===== src/rtl/weight_pkg.sv =====
// Shared types and sizing for the weight fetch/stage path.
package weight_pkg;

    localparam int unsigned ROWS           = 4;
    localparam int unsigned BYTES_PER_WORD = 4;
    localparam int unsigned ADDR_W_DEF     = 10;
    localparam int unsigned ROW_W          = 2;
    localparam int unsigned TILE_W         = 8;
    localparam int unsigned DATA_W         = 32;
    localparam int unsigned FEED_W         = 2;

    typedef enum logic [2:0] {
        S_IDLE,
        S_RD,
        S_LAST,
        S_LOAD,
        S_FEED,
        S_DONE
    } wf_state_e;

endpackage


===== src/rtl/wf_addr_gen.sv =====
// Tile/row counters and the wrapping weight-memory address; addr is registered
// from the next counter values so it lines up with the current read row.
module wf_addr_gen
    import weight_pkg::*;
#(
    parameter int unsigned ADDR_W = ADDR_W_DEF
) (
    input  logic              clk,
    input  logic              rst,
    input  logic              load,
    input  logic              row_step,
    input  logic              tile_step,
    input  logic [ADDR_W-1:0] base_addr,
    output logic [TILE_W-1:0] tile,
    output logic [ROW_W-1:0]  row,
    output logic [ADDR_W-1:0] addr
);

    logic [ADDR_W-1:0] base_q, base_d;
    logic [TILE_W-1:0] tile_q, tile_d;
    logic [ROW_W-1:0]  row_q, row_d;
    logic [ADDR_W-1:0] addr_q, addr_d;

    always_comb begin
        base_d = base_q;
        tile_d = tile_q;
        row_d  = row_q;
        if (load) begin
            base_d = base_addr;
            tile_d = '0;
            row_d  = '0;
        end else if (tile_step) begin
            tile_d = tile_q + TILE_W'(1);
            row_d  = '0;
        end else if (row_step) begin
            row_d = row_q + ROW_W'(1);
        end
        // Natural ADDR_W-bit overflow gives the required wrap.
        addr_d = base_d + (ADDR_W'(tile_d) << $clog2(ROWS)) + ADDR_W'(row_d);
    end

    always_ff @(posedge clk or posedge rst) begin
        if (rst) begin
            base_q <= '0;
            tile_q <= '0;
            row_q  <= '0;
            addr_q <= '0;
        end else begin
            base_q <= base_d;
            tile_q <= tile_d;
            row_q  <= row_d;
            addr_q <= addr_d;
        end
    end

    assign tile = tile_q;
    assign row  = row_q;
    assign addr = addr_q;

endmodule


===== src/rtl/weight_fetch.sv =====
// Reads 4x4-byte weight tiles row by row, stages them in dinA..dinD and
// drives the weight feeder's load/shift strobes.
module weight_fetch
    import weight_pkg::*;
#(
    parameter int unsigned ADDR_W = ADDR_W_DEF
) (
    input  logic              clk,
    input  logic              rst,
    input  logic              start,
    input  logic [ADDR_W-1:0] base_addr,
    input  logic [7:0]        num_tiles,
    input  logic              hold,
    output logic              mem_en,
    output logic [ADDR_W-1:0] mem_addr,
    input  logic [31:0]       mem_rdata,
    output logic [31:0]       dinA,
    output logic [31:0]       dinB,
    output logic [31:0]       dinC,
    output logic [31:0]       dinD,
    output logic              en_in,
    output logic              en_out,
    output logic              busy,
    output logic              done
);

    wf_state_e         state_q, state_d;
    logic [TILE_W-1:0] num_q;
    logic [FEED_W-1:0] feed_cnt_q;
    logic [TILE_W-1:0] tile;
    logic [ROW_W-1:0]  row;
    logic              load, row_step, tile_step, feed_fire, last_tile;
    logic              mem_en_q, en_in_q, busy_q, done_q;
    logic              cap_vld_q;
    logic [ROW_W-1:0]  cap_row_q;
    logic [DATA_W-1:0] din_a_q, din_b_q, din_c_q, din_d_q;

    wf_addr_gen #(.ADDR_W(ADDR_W)) u_addr_gen (
        .clk       (clk),
        .rst       (rst),
        .load      (load),
        .row_step  (row_step),
        .tile_step (tile_step),
        .base_addr (base_addr),
        .tile      (tile),
        .row       (row),
        .addr      (mem_addr)
    );

    assign last_tile = (tile == num_q - TILE_W'(1));

    always_comb begin
        state_d   = state_q;
        load      = 1'b0;
        row_step  = 1'b0;
        tile_step = 1'b0;
        feed_fire = 1'b0;
        case (state_q)
            S_IDLE: begin
                if (start) begin
                    if (num_tiles != 8'd0) begin
                        state_d = S_RD;
                        load    = 1'b1;
                    end else begin
                        state_d = S_DONE;
                    end
                end
            end
            S_RD: begin
                row_step = 1'b1;
                if (row == ROW_W'(ROWS - 1)) state_d = S_LAST;
            end
            S_LAST: state_d = S_LOAD;
            S_LOAD: state_d = S_FEED;
            S_FEED: begin
                if (!hold) begin
                    feed_fire = 1'b1;
                    if (feed_cnt_q == FEED_W'(BYTES_PER_WORD - 1)) begin
                        if (last_tile) begin
                            state_d = S_DONE;
                        end else begin
                            state_d   = S_RD;
                            tile_step = 1'b1;
                        end
                    end
                end
            end
            S_DONE:  state_d = S_IDLE;
            default: state_d = S_IDLE;
        endcase
    end

    always_ff @(posedge clk or posedge rst) begin
        if (rst) begin
            state_q  <= S_IDLE;
            mem_en_q <= 1'b0;
            en_in_q  <= 1'b0;
            busy_q   <= 1'b0;
            done_q   <= 1'b0;
        end else begin
            state_q  <= state_d;
            mem_en_q <= (state_d == S_RD);
            en_in_q  <= (state_d == S_LOAD);
            busy_q   <= (state_d != S_IDLE);
            done_q   <= (state_d == S_DONE);
        end
    end

    // Read data returns one cycle after the strobe; remember which row it belongs to.
    always_ff @(posedge clk or posedge rst) begin
        if (rst) begin
            num_q      <= '0;
            feed_cnt_q <= '0;
            cap_vld_q  <= 1'b0;
            cap_row_q  <= '0;
            din_a_q    <= '0;
            din_b_q    <= '0;
            din_c_q    <= '0;
            din_d_q    <= '0;
        end else begin
            if (load) num_q <= num_tiles;
            if (feed_fire) feed_cnt_q <= feed_cnt_q + FEED_W'(1);
            cap_vld_q <= mem_en_q;
            cap_row_q <= row;
            if (cap_vld_q) begin
                case (cap_row_q)
                    2'd0:    din_a_q <= mem_rdata;
                    2'd1:    din_b_q <= mem_rdata;
                    2'd2:    din_c_q <= mem_rdata;
                    default: din_d_q <= mem_rdata;
                endcase
            end
        end
    end

    assign mem_en = mem_en_q;
    assign en_in  = en_in_q;
    assign en_out = feed_fire;
    assign busy   = busy_q;
    assign done   = done_q;
    assign dinA   = din_a_q;
    assign dinB   = din_b_q;
    assign dinC   = din_c_q;
    assign dinD   = din_d_q;

endmodule


===== config.mk =====
export PLATFORM = sky130hd
export DESIGN_NAME = weight_fetch
export DESIGN_NICKNAME = d
export VERILOG_FILES = /design/src/rtl/weight_pkg.sv /design/src/rtl/wf_addr_gen.sv /design/src/rtl/weight_fetch.sv
export SDC_FILE = /design/constraint.sdc
export NUM_CORES = 1
export LEC_CHECK = 0
export ABC_AREA = 0
export CAP_MARGIN = 20
export CELL_PAD_IN_SITES_DETAIL_PLACEMENT = 1
export CELL_PAD_IN_SITES_GLOBAL_PLACEMENT = 1
export CORE_ASPECT_RATIO = 1.75
export CORE_MARGIN = 5
export CORE_UTILIZATION = 35
export DETAILED_ROUTE_END_ITERATION = 12
export HOLD_SLACK_MARGIN = 0.05
export PLACE_DENSITY = 0.79
export SYNTH_ARGS = -nofsm -noshare
export SYNTH_HDL_FRONTEND = slang
export SYNTH_SLANG_ARGS = --single-unit

===== constraint.sdc =====
create_clock -name clk -period 5.05 [get_ports clk]
set_input_delay 0.505 -clock clk [delete_from_list [all_inputs] [get_ports clk]]
set_output_delay 0.505 -clock clk [all_outputs]
set_load 0.01 [all_outputs]

==> results by group, run 1 <==
Outcome
  • Run status: complete, no violations

Clocking
  • CTS Buf Count: 17
  • Worst-Skew Late Latency: 0.44 ns
  • Worst-path clk slew: 0.07 ns
  • Clock Sinks: 178
  • Post-CTS setup buffer count: 0
  • Root Driver: clkbuf_16
  • CTS tree: done
  • H-tree depth: 4
  • Gates resized, CTS repair: 0
  • Clock Tree Buf Depth: 2
  • Hold buffers post-CTS: 0

STA
  • Worst hold slack: 0.381 ns
  • Slew Viols, Final: 0
  • Final worst path period share: 0.867
  • Max Fclk: 0.228 GHz
  • Max_slew headroom: 0.315
  • Tmin final: 4.38 ns
  • RSZ-0062 raised after global routing: false
  • TNS Setup: 0 ns
  • Final Skew: 0.00840 ns
  • Least-Margin Pin Slew: 1.03 ns
  • Final Hold Vio Count: 0
  • Final Setup Violations: 0

Synthesis
  • Synth Flop Type: dfrtp_1
  • Share of the synthesized area in the top cell type: 0.614
  • Synth area leaders: dfrtp_1 (61%), mux2_2 (20%), nand2_1 (2.9%), ha_1 (2.2%), xnor2_1 (1.4%)
  • Synthesis Warnings: 0
  • Synth Net Count: 592
  • Leading area contributor after synthesis: dfrtp_1
  • Avg Synthesized Cell Area: 13.8 um2
  • Compound-Gate Fraction of Synth Area: 0.0386
  • Largest family of logic cells by synthesized area: multiplexers
  • Post-Synth XOR/XNOR Area: 0.0229
  • Number of synthesized flops with an enable pin: 0
  • Post-synth cell types: 52
  • Asr flop ratio synth: 1.00
  • Adder-Cell Fraction of Synth Area: 0.0252
  • Synth Area in Simple Gates: 0.0795
  • Yosys reg bits: 178
  • Mux contribution to synthesized area: 0.206
  • Mapped cell area: 7250 um2
  • Post-synthesis sequential area ratio: 0.614
  • Cells after Synth: 524

Final layout
  • Final core occ: 0.498
  • Final Cell Area: 10100 um2
  • Share of cells above drive strength 1: 0.244
  • Fill cells: 2065
  • Antenna diodes: 0
  • Fin nets: 797
  • Layout Area Growth over Synthesis: 39.8%

Power and ir drop
  • Tot Pwr: 7.18 mW
  • Pwr dens: 708 nW/um2
  • Maximum vdd drop: 0.254 mV
  • Pleak: 4.35 nW

Setup path
  • Critical path capture point type: register
  • WP depth: 19
  • Type of the worst setup path: reg2reg
  • CP bufs+invs: 2
  • Critical-path cell list: inv_1 > ha_1 > or3b_1 > or4_4 > a2111oi_4 > o211ai_2 > nand2_2 > nor2_2 > nor3_1 > ha_1 > inv_1 > fa_1 > nor2b_1 > o21ai_0 > nand2b_1 > a21o_1 > a21oi_1 > o21ai_0 > xor2_1
  • Worst-path fanout max: 5
  • Crit-path max cell delay: 0.51 ns
  • Arr. time, crit path: 4.73 ns
  • CP delay by family, top: simple AND/OR/NAND/NOR gates
  • R2R Path End: u_addr_gen.addr[8]
  • Worst EP required: 5.40 ns
  • CP startpoint kind: register
  • Crit-path slowest cell: or4_4
  • Reg-to-reg setup timing slack: 0.67 ns
  • Worst setup path startpoint: num_q[0]
  • FF-to-FF path depth: 19
  • Worst r2r src: num_q[0]
  • End of the critical path: u_addr_gen.addr[8]

Die
  • Site Rows: 69
  • Die H: 200 um
  • # IOs: 197
  • Die area: 23800 um2
  • Initial core utilization: 0.356
  • Core footprint: 20400 um2
  • Die W: 119 um

Placement
  • Port Buffer Count: 196
  • Dpl hpwl: 15200 um
  • Placed inst area: 9530 um2
  • Gp weighted congestion: 0.840

Route
  • Initial drt markers: 188
  • Routed Antenna Nets: 0
  • DRT Pass-1 Iters: 4
  • Residual DRC count: 0
  • Via density: 5.01
  • Final WL: 20500 um
  • Avg WL per Cell: 20.7 um
  • Vias after detailed routing: 4962

Global route
  • First-pass GRT wire length: 32500 um
  • Largest net degree at the start of global routing: 179
  • Vias in the first global route: 5690
  • Initial antenna violation count: 0
  • GRT Total Usage: 0.175
  • Global route overflow: 0

Min path
  • Worst Hold Class: reg2reg

Flow run
  • Number of max-cap violations: 0
-- registers in the layout (all words and copies together) (netlist names) --
register / count
en_in: 1
u_addr_gen.addr: 10
u_addr_gen.row: 2
dinD: 32
u_addr_gen.base_q: 10
done: 1
cap_row_q: 2
dinC: 32
u_addr_gen.tile: 8
mem_en: 1
dinA: 32
cap_vld_q: 1
busy: 1
state_q: 3
feed_cnt_q: 2
num_q: 8
dinB: 32
-- layout by cell type, fill, tap and decap left out, types with 2 or more instances in the layout --
master,instances
o21ai_0,8
or4_1,2
nand3_2,2
o31ai_1,4
or3_1,5
xor2_1,7
clkbuf_16,17
nor3_1,6
nor2b_1,6
o21ai_1,2
inv_1,7
o21a_1,2
mux2i_1,4
clkinv_2,2
xnor2_1,12
inv_6,3
nand3b_1,2
clkdlybuf4s50_1,196
a21oi_1,9
bufinv_16,3
dfrtp_1,178
mux2_2,129
and2b_2,2
nand2_1,57
nor2_1,12
buf_4,6
nand3_1,4
clkinvlp_4,5
a21o_1,2
ha_1,13
a31oi_1,3
and2_1,3
nor4_1,2
-- where the power goes --
group	total [mW]	switching, mW	internal, mW
clock network	1.36	0.579	0.785
logic	3.26	1.40	1.86
registers	2.56	0.428	2.13
-- kinds of logic (layout without fill, tap and decap cells) --
kind of cell,count (synthesis),in the layout
AOI/OAI and AO/OA,39,39
xor gates and xnor gates,19,19
and+or+nand+nor,116,116
buffers and inverters,25,243
muxes,133,133
adders and majority gates,14,14
DFF,178,178
-- cell type report --
| class | count | area, um2 | share of cell area |
|---|---|---|---|
| Clock buffer | 18 | 429 | 0.0423 |
| Sequential cell | 178 | 4450 | 0.439 |
| Multi-Input combinational cell | 321 | 2710 | 0.267 |
| Inverter | 8 | 33.8 | 0.00333 |
| Timing Repair Buffer | 203 | 2030 | 0.200 |
| Clock inverter | 14 | 176 | 0.0174 |
| Tap cell | 248 | 310 | 0.0306 |
-- cell usage after synthesis, types with 6 or more instances --
library cell / count
nor3_1: 6
nand2_1: 57
xor2_1: 7
o21ai_0: 8
inv_1: 8
clkbuf_1: 12
nor2b_1: 6
dfrtp_1: 178
nor2_1: 12
xnor2_1: 12
a21oi_1: 9
mux2_2: 129
ha_1: 13
-- metrics by stage --
stage,setup WS [ns],instances
2_1_floorplan,1.15,524
3_3_place_gp,0.862,958
3_5_place_dp,0.673,958
4_1_cts,0.660,990
5_1_grt,0.428,990
6_report,0.673,990
-- routing by layer --
metal  global-route usage  part of all wire  up-vias  routed length, um
li1                     -                 -     2244                  -
met1                0.183              0.37     2534               7490
met2                0.330              0.56      147              11500
met3               0.0426             0.042       37                852
met4               0.0717             0.029        0                597
met5                    0                 0        -                  0
-- worst register-to-register path, delay by kind of cell (launching register included) --
kind                       cells  cell delay, ns
and+or+nand+nor                7            1.60
AOI/OAI and AO/OA              6            1.07
adders and majority gates      3            0.87
DFF                            1            0.43
xor gates and xnor gates       1            0.18
buffers and inverters          2            0.15
-- worst min path at each step --
stage                            startpoint           end  slack [ns]  cells past startpoint
after global placement               mem_en     cap_vld_q        0.38                      0
after CTS                            mem_en     cap_vld_q        0.39                      0
final                                mem_en     cap_vld_q        0.38                      0
after detailed placement             mem_en     cap_vld_q        0.37                      0
after floorplan           u_addr_gen.row[1]  cap_row_q[1]        0.38                      0
after global routing                 mem_en     cap_vld_q        0.40                      0
Power figures use the tool's default switching activity.
==> run 2, diff against run 1 <==
ABC_CLOCK_PERIOD_IN_PS = 5050   (was default)
==> results of run 2 <==
No change in the layout: final DEF, timing and power equal those of run 1.
